**src/rtl/fanout_1to8.sv**
```systemverilog
// rtl/fanout_1to8.sv - serial-to-parallel 1-to-8 fan-out with one-deep holding register
module fanout_1to8 (
  input  logic       clk,
  input  logic       rst_n,
  input  logic       clear,
  input  logic       din,
  input  logic       din_valid,
  output logic       din_ready,
  output logic       a,
  output logic       b,
  output logic       c,
  output logic       d,
  output logic       e,
  output logic       f,
  output logic       g,
  output logic       h,
  output logic       out_valid,
  input  logic       out_ready,
  output logic [2:0] level
);

  // COLLECT gathers bits; FULL means all 8 collected bits wait for the holding register
  typedef enum logic {
    S_COLLECT = 1'b0,
    S_FULL    = 1'b1
  } state_t;

  state_t     state, state_nxt;
  logic [7:0] coll, coll_nxt;
  logic [7:0] hold, hold_nxt;
  logic [2:0] level_nxt;
  logic       out_valid_nxt;
  logic       accept;
  logic       drain;
  logic       hold_free;

  assign din_ready = (state == S_COLLECT);
  assign accept    = din_valid && din_ready;
  assign drain     = out_valid && out_ready;
  assign hold_free = !out_valid || out_ready;

  // slot 0 of the group is output a, slot 7 is output h
  assign a = hold[0];
  assign b = hold[1];
  assign c = hold[2];
  assign d = hold[3];
  assign e = hold[4];
  assign f = hold[5];
  assign g = hold[6];
  assign h = hold[7];

  // register all state; async reset clears collected and held data
  always_ff @(posedge clk or negedge rst_n) begin
    if (!rst_n) begin
      state     <= S_COLLECT;
      coll      <= 8'd0;
      hold      <= 8'd0;
      level     <= 3'd0;
      out_valid <= 1'b0;
    end else begin
      state     <= state_nxt;
      coll      <= coll_nxt;
      hold      <= hold_nxt;
      level     <= level_nxt;
      out_valid <= out_valid_nxt;
    end
  end

  // next-state: collect bits, hand a complete group to the holding register when free
  always_comb begin
    state_nxt     = state;
    coll_nxt      = coll;
    hold_nxt      = hold;
    level_nxt     = level;
    out_valid_nxt = out_valid;

    if (clear) begin
      // clear drops the partial/full group and any bit offered this cycle,
      // but a drain of the holding register still completes
      state_nxt = S_COLLECT;
      level_nxt = 3'd0;
      if (drain) begin
        out_valid_nxt = 1'b0;
      end
    end else if (state == S_COLLECT) begin
      if (drain) begin
        out_valid_nxt = 1'b0;
      end
      if (accept) begin
        if (level == 3'd7) begin
          if (hold_free) begin
            // eighth bit goes straight into the holding register with no bubble
            hold_nxt      = {din, coll[6:0]};
            out_valid_nxt = 1'b1;
            level_nxt     = 3'd0;
          end else begin
            coll_nxt[7] = din;
            state_nxt   = S_FULL;
          end
        end else begin
          coll_nxt[level] = din;
          level_nxt       = level + 3'd1;
        end
      end
    end else begin
      if (drain) begin
        hold_nxt      = coll;
        out_valid_nxt = 1'b1;
        state_nxt     = S_COLLECT;
        level_nxt     = 3'd0;
      end
    end
  end

endmodule

```
**config.mk**
```make
export PLATFORM = sky130hd
export DESIGN_NAME = fanout_1to8
export DESIGN_NICKNAME = d
export VERILOG_FILES = /design/src/rtl/fanout_1to8.sv
export SDC_FILE = /design/constraint.sdc
export NUM_CORES = 1
export LEC_CHECK = 0
export CORE_MARGIN = 5
export CORE_UTILIZATION = 51
export DETAILED_ROUTE_END_ITERATION = 12
export PLACE_DENSITY = 0.85
export SETUP_SLACK_MARGIN = 0.05
export SKIP_CTS_REPAIR_TIMING = 1
export SLEW_MARGIN = 20
export SYNTH_ARGS = -nofsm -noshare
export SYNTH_HDL_FRONTEND = slang
export SYNTH_SLANG_ARGS = --single-unit
export TNS_END_PERCENT = 1
```
**constraint.sdc**
```tcl
create_clock -name clk -period 3.2 [get_ports clk]
set_clock_uncertainty 0.15 [all_clocks]
set_input_delay 0.32 -clock clk [delete_from_list [all_inputs] [get_ports clk]]
set_output_delay 0.32 -clock clk [all_outputs]
set_load 0.005 [all_outputs]
```
Word level (Yosys, flattened, before mapping)
Index checks and enable logic that the tools add are counted.
Widths: inputs -> output; s select.
- register bits after elaboration: 21
- input bits: 6
- output and inout port bits: 13
- word-level logic and storage cells: 59
- $add $sub $neg: 1
- magnitude comparators: 2
- equality and inequality tests: 5
- muxes and demuxes: 29
- bitwise logic cells: 3
- reductions and logical operators: 13
- operators with widths (operator ; number):
    $mux 8 ; 5
    $mux 3 ; 6
    $mux 1 ; 16
    $bwmux 8 ; 1
    $reduce_and 4->1 ; 2
    $reduce_bool 2->1 ; 3
    $reduce_and 5->1 ; 1
    $lt 3x4->1 const B ; 1
    $ne 4x4->1 const B ; 1
    $add 3x1->3 const B ; 1
    $demux 1 s3 ; 1
    $eq 3x3->1 const B ; 1
    $ge 3x1->1 const B ; 1
    $logic_and 1x1->1 ; 3
    $ne 3x2->1 const B ; 1
    $not 1->1 ; 3
    $reduce_and 3->1 ; 1
    $reduce_bool 3->1 ; 1
    $ne 2x1->1 const B ; 1
    $ne 2x2->1 const B ; 1
    $logic_not 1->1 ; 1
    $logic_or 1x1->1 ; 1

Depth between registers and ports, before layout
- word-level depth: 7
- mapped depth: 5
- mapped depth without buffers: 5

Worst setup path before layout
Ideal clock, no wire load.
- kind: register -> register
- from: register level[0]
- to: register coll[4]
- library setup time: 0.128 ns
- arrival: 1.952 ns
- data required time: 2.922 ns
- slack: 0.970 ns
- stages on the path, launching flop included: 6
- buffers on the path: 0
- period minus slack after synthesis: 2.230 ns
- path through: dfrtp_1 -> ha_1 -> ha_1 -> or4b_4 -> nor4b_2 -> mux2_1
- word-level cells in the longest chain between the ends: 5
- elaborated cells on any way between the ends: 9
- those cells by class: order compare: 2; eq/ne: 1; mux: 3; bitwise: 1; reduce/logical: 2
- RTL lines (what ; line ; text):
    start: declaration ; 19 ; output logic [2:0] level
    start signal: assignment ; 64 ; level <= level_nxt;
    $lt 3x4->1 (not written as such) or $ge 3x1->1 (tied branches) ; 101 ; coll_nxt[level] = din;
    $logic_and 1x1->1 (not written as such) ; 101 ;
    $mux 1 (not written as such) ; 101 ;
    $demux 1 s3 ; 101 ;
    $bwmux 8 ; 101 ;
    end signal: assignment ; 62 ; coll <= coll_nxt;
    end: declaration ; 29 ; logic [7:0] coll, coll_nxt;
Parallel ways exist; a longest one is shown, timed or not.
A chain may end at the register's enable or synchronous reset.

Worst setup path after layout
- from: register level[0]
- to: register hold[1]
- word-level cells in the longest chain between the ends: 3
- RTL lines (what ; line ; text):
    $eq 3x3->1 ; 90 ; if (level == 3'd7) begin
    $reduce_bool 2->1 (no line) ; - ;
    $reduce_and 5->1 (no line) ; - ;
    end signal: assignment ; 63 ; hold <= hold_nxt;
    end: declaration ; 30 ; logic [7:0] hold, hold_nxt;
No other way between the ends.

==> results.yml <==
timing:
  setup_viol: 0
  relSlewSlack_pct: 39.8
  finalSetupTns_ps: 0
  worst_slack_ps: 636
  period_share_pct: 80.1
  clock.fmax_mhz: 390
  tightest_slew_ps: 901
  whs_ps: 349
  rsz0062_at_grt: "no"
  hold_viol: 0
  slew_viol_final: 0
  min_period_ps: 2560
global_route:
  antenna_found_initial: 0
  grt_usage_pct: 13.3
  grt_start_max_net_pins: 22
  grt_first_pass_wirelength_mm: 3.29
  grt_overflow: 0
  first_global_vias: 701
synth:
  yosysWarnings: 0
  synth-xor-area-share_pct: 0
  synth_compound_area_share_pct: 7.56
  syn-num-nets: 94
  ys_seq_area_share_pct: 48.1
  synth_flop_cell: "dfrtp_1"
  synth.ff_latch_count: 21
  syn_inst: 85
  synth_area_leaders: "dfrtp_1 (48%), mux2_2 (16%), nor4b_2 (4.1%), ha_1 (3.4%), mux2i_1 (2.7%)"
  synth_area_per_cell_um2: 12.9
  synth_top_area_share_pct: 48.1
  synthMuxAreaShare_pct: 20.3
  synth_fa_ha_area_share_pct: 3.44
  netlist.top_cell.by_area: "dfrtp_1"
  syn_area_um2: 1090
  synth_top_family_by_area: "multiplexers"
  synth_edf_count: 0
  synth.distinct_cells: 30
  synth-async-reset-ratio_pct: 100
  synthSimpleGateAreaFrac_pct: 17.6
drt:
  drc: 0
  via_count: 723
  post_drt_via_cell_ratio: 5.60
  drt_iter0_markers: 9
  ant_nets: 0
  wirelength_mm: 1.94
  drt_pass1_iterations: 2
  wire_per_inst_um: 15.0
status:
  status: "complete, no violations"
power:
  irDropWorstVdd_v: 0.000280
  internal_power_uw: 372
  switching_share_pct: 24.7
  power_leakage_uw: 0.000556
  power_density_nw_per_um2: 376
  clockPowerShare_pct: 25.5
  switching_power_uw: 122
  p_seq_share_pct: 61.8
  p_comb_share_pct: 12.7
setup_path:
  critPathRequiredTime_ps: 3250
  endpoint_kind: "flip-flop"
  arrival_ps: 2610
  worst-setup-path-type: "flip-flop to flip-flop"
  critPathMaxFanout: 13
  start_kind: "flip-flop"
final_layout:
  finalNonFillerCells: 129
  antenna_cells: 0
  num-fill-cells: 174
  layout-drive-gt1-share_pct: 26.5
  nets: 112
  syn2layout_area_growth_pct: 20.2
floorplan:
  boundaryPins: 19
  rows: 16
  core_area_um2: 2000
  start_util_pct: 54.6
  fp.dieH_um: 56.3
  die_w_um: 56.3
  die_area_um2: 3170
clocking:
  insertion_delay_ps: 300
  cts_root_buffer: "clkbuf_4"
  clockBufferDepth: 2
  cts_max_level: 1
  clk_pin_slew_worst_paths_ps: 110
  clock_sinks: 21
  cts_tree: "yes"
  cts_buffers: 3
place:
  post-place-ws_ps: 621
  io_buffer_count: 18
  post-dp-hpwl_mm: 1.42
  place_congestion: 0.816
  dp.cells: 125
run:
  drv_cap: 0
hold_path:
  worstHoldPathType: "flip-flop to flip-flop"
[cell families (layout without fill, tap and decap cells)]
family	Yosys count	after routing
adders and majority gates	3	3
muxes	20	20
and+or+nand+nor	24	24
DFF	21	21
buffers and inverters	8	25
AOI/OAI and AO/OA	9	9
[critical path: stages, from the launching register on]
cell,delay (ps)
dfrtp_1,590
ha_1,250
ha_1,280
a21oi_1,140
a2111oi_4,650
mux2_2,410
[cell usage after synthesis (2+ instances only)]
cell      instances
nand3_1           2
a31oi_1           2
a21oi_1           2
ha_1              3
nor4b_2           3
buf_2             2
inv_1             3
nand2b_1          4
nand4b_1          3
nand3b_1          2
mux2_2           16
mux2i_1           3
clkbuf_1          3
dfrtp_1          21
[routing by layer]
metal	global-route usage (%)	up-vias	routed length [um]	part of all wire, %
met3	1.83	4	50	2.6
met1	16.7	349	895	46
met2	21.0	13	947	49
li1	-	357	-	-
met4	9.15	0	44	2.3
met5	0	-	0	0
[power by group through the flow]
stage                     clock network [uW]  registers, uW  logic (uW)
after detailed placement                   0            310        63.9
final                                    126            305        62.6
after floorplan                            0            301        41.2
after global placement                     0            308        61.4
after global routing                     147            308        68.5
after CTS                                133            305        64.2
[area by class of cell]
type	instances	area, um2	share of cell area (%)
Clock inverter	1	5.00	0.381
Clock buffer	3	22.5	1.72
Multi-Input combinational cell	56	534	40.7
Inverter	3	11.3	0.858
Tap cell	27	33.8	2.57
Sequential cell	21	526	40.0
Timing Repair Buffer	18	180	13.7
[sequential cells by signal, indices dropped and copies added, names as in the netlist]
signal,cells
hold,8
level,3
coll,8
out_valid,1
state,1
[layout by cell type, fill, tap and decap left out, types with 2 or more instances in the layout]
| master | Yosys | routed |
|---|---|---|
| a21oi_1 | 2 | 2 |
| a31oi_1 | 2 | 2 |
| clkbuf_4 | 0 | 3 |
| clkdlybuf4s50_1 | 0 | 18 |
| dfrtp_1 | 21 | 21 |
| ha_1 | 3 | 3 |
| inv_1 | 3 | 3 |
| mux2_2 | 16 | 16 |
| mux2i_1 | 3 | 3 |
| nand2b_1 | 4 | 4 |
| nand3_1 | 2 | 2 |
| nand3b_1 | 2 | 2 |
| nand4b_1 | 3 | 3 |
| nor4b_2 | 3 | 3 |
[metrics by stage]
| step | area (um2) | power [uW] | utilization [%] |
|---|---|---|---|
| after CTS | 1310 | 503 | 65.6 |
| after detailed placement | 1280 | 374 | 64.2 |
| after global placement | 1280 | 369 | 64.2 |
| final | 1310 | 494 | 65.6 |
| after floorplan | 1090 | 342 | - |
| after global routing | 1310 | 523 | 65.6 |
[final timing paths]
| check | slack, ps | start | to | cells after the start |
|---|---|---|---|---|
| worst min-delay path | 350 | coll[4] | coll[4] | 1 |
| worst min register to register | 350 | coll[4] | coll[4] | 1 |
| max in group asynchronous | 1990 | rst_n | hold[6] | 1 |
| worst max register to register | 640 | level[0] | hold[1] | 5 |
| worst max-delay path | 640 | level[0] | hold[1] | 5 |
| min in group asynchronous | 360 | rst_n | out_valid | 1 |
Power figures use the tool's default switching activity.
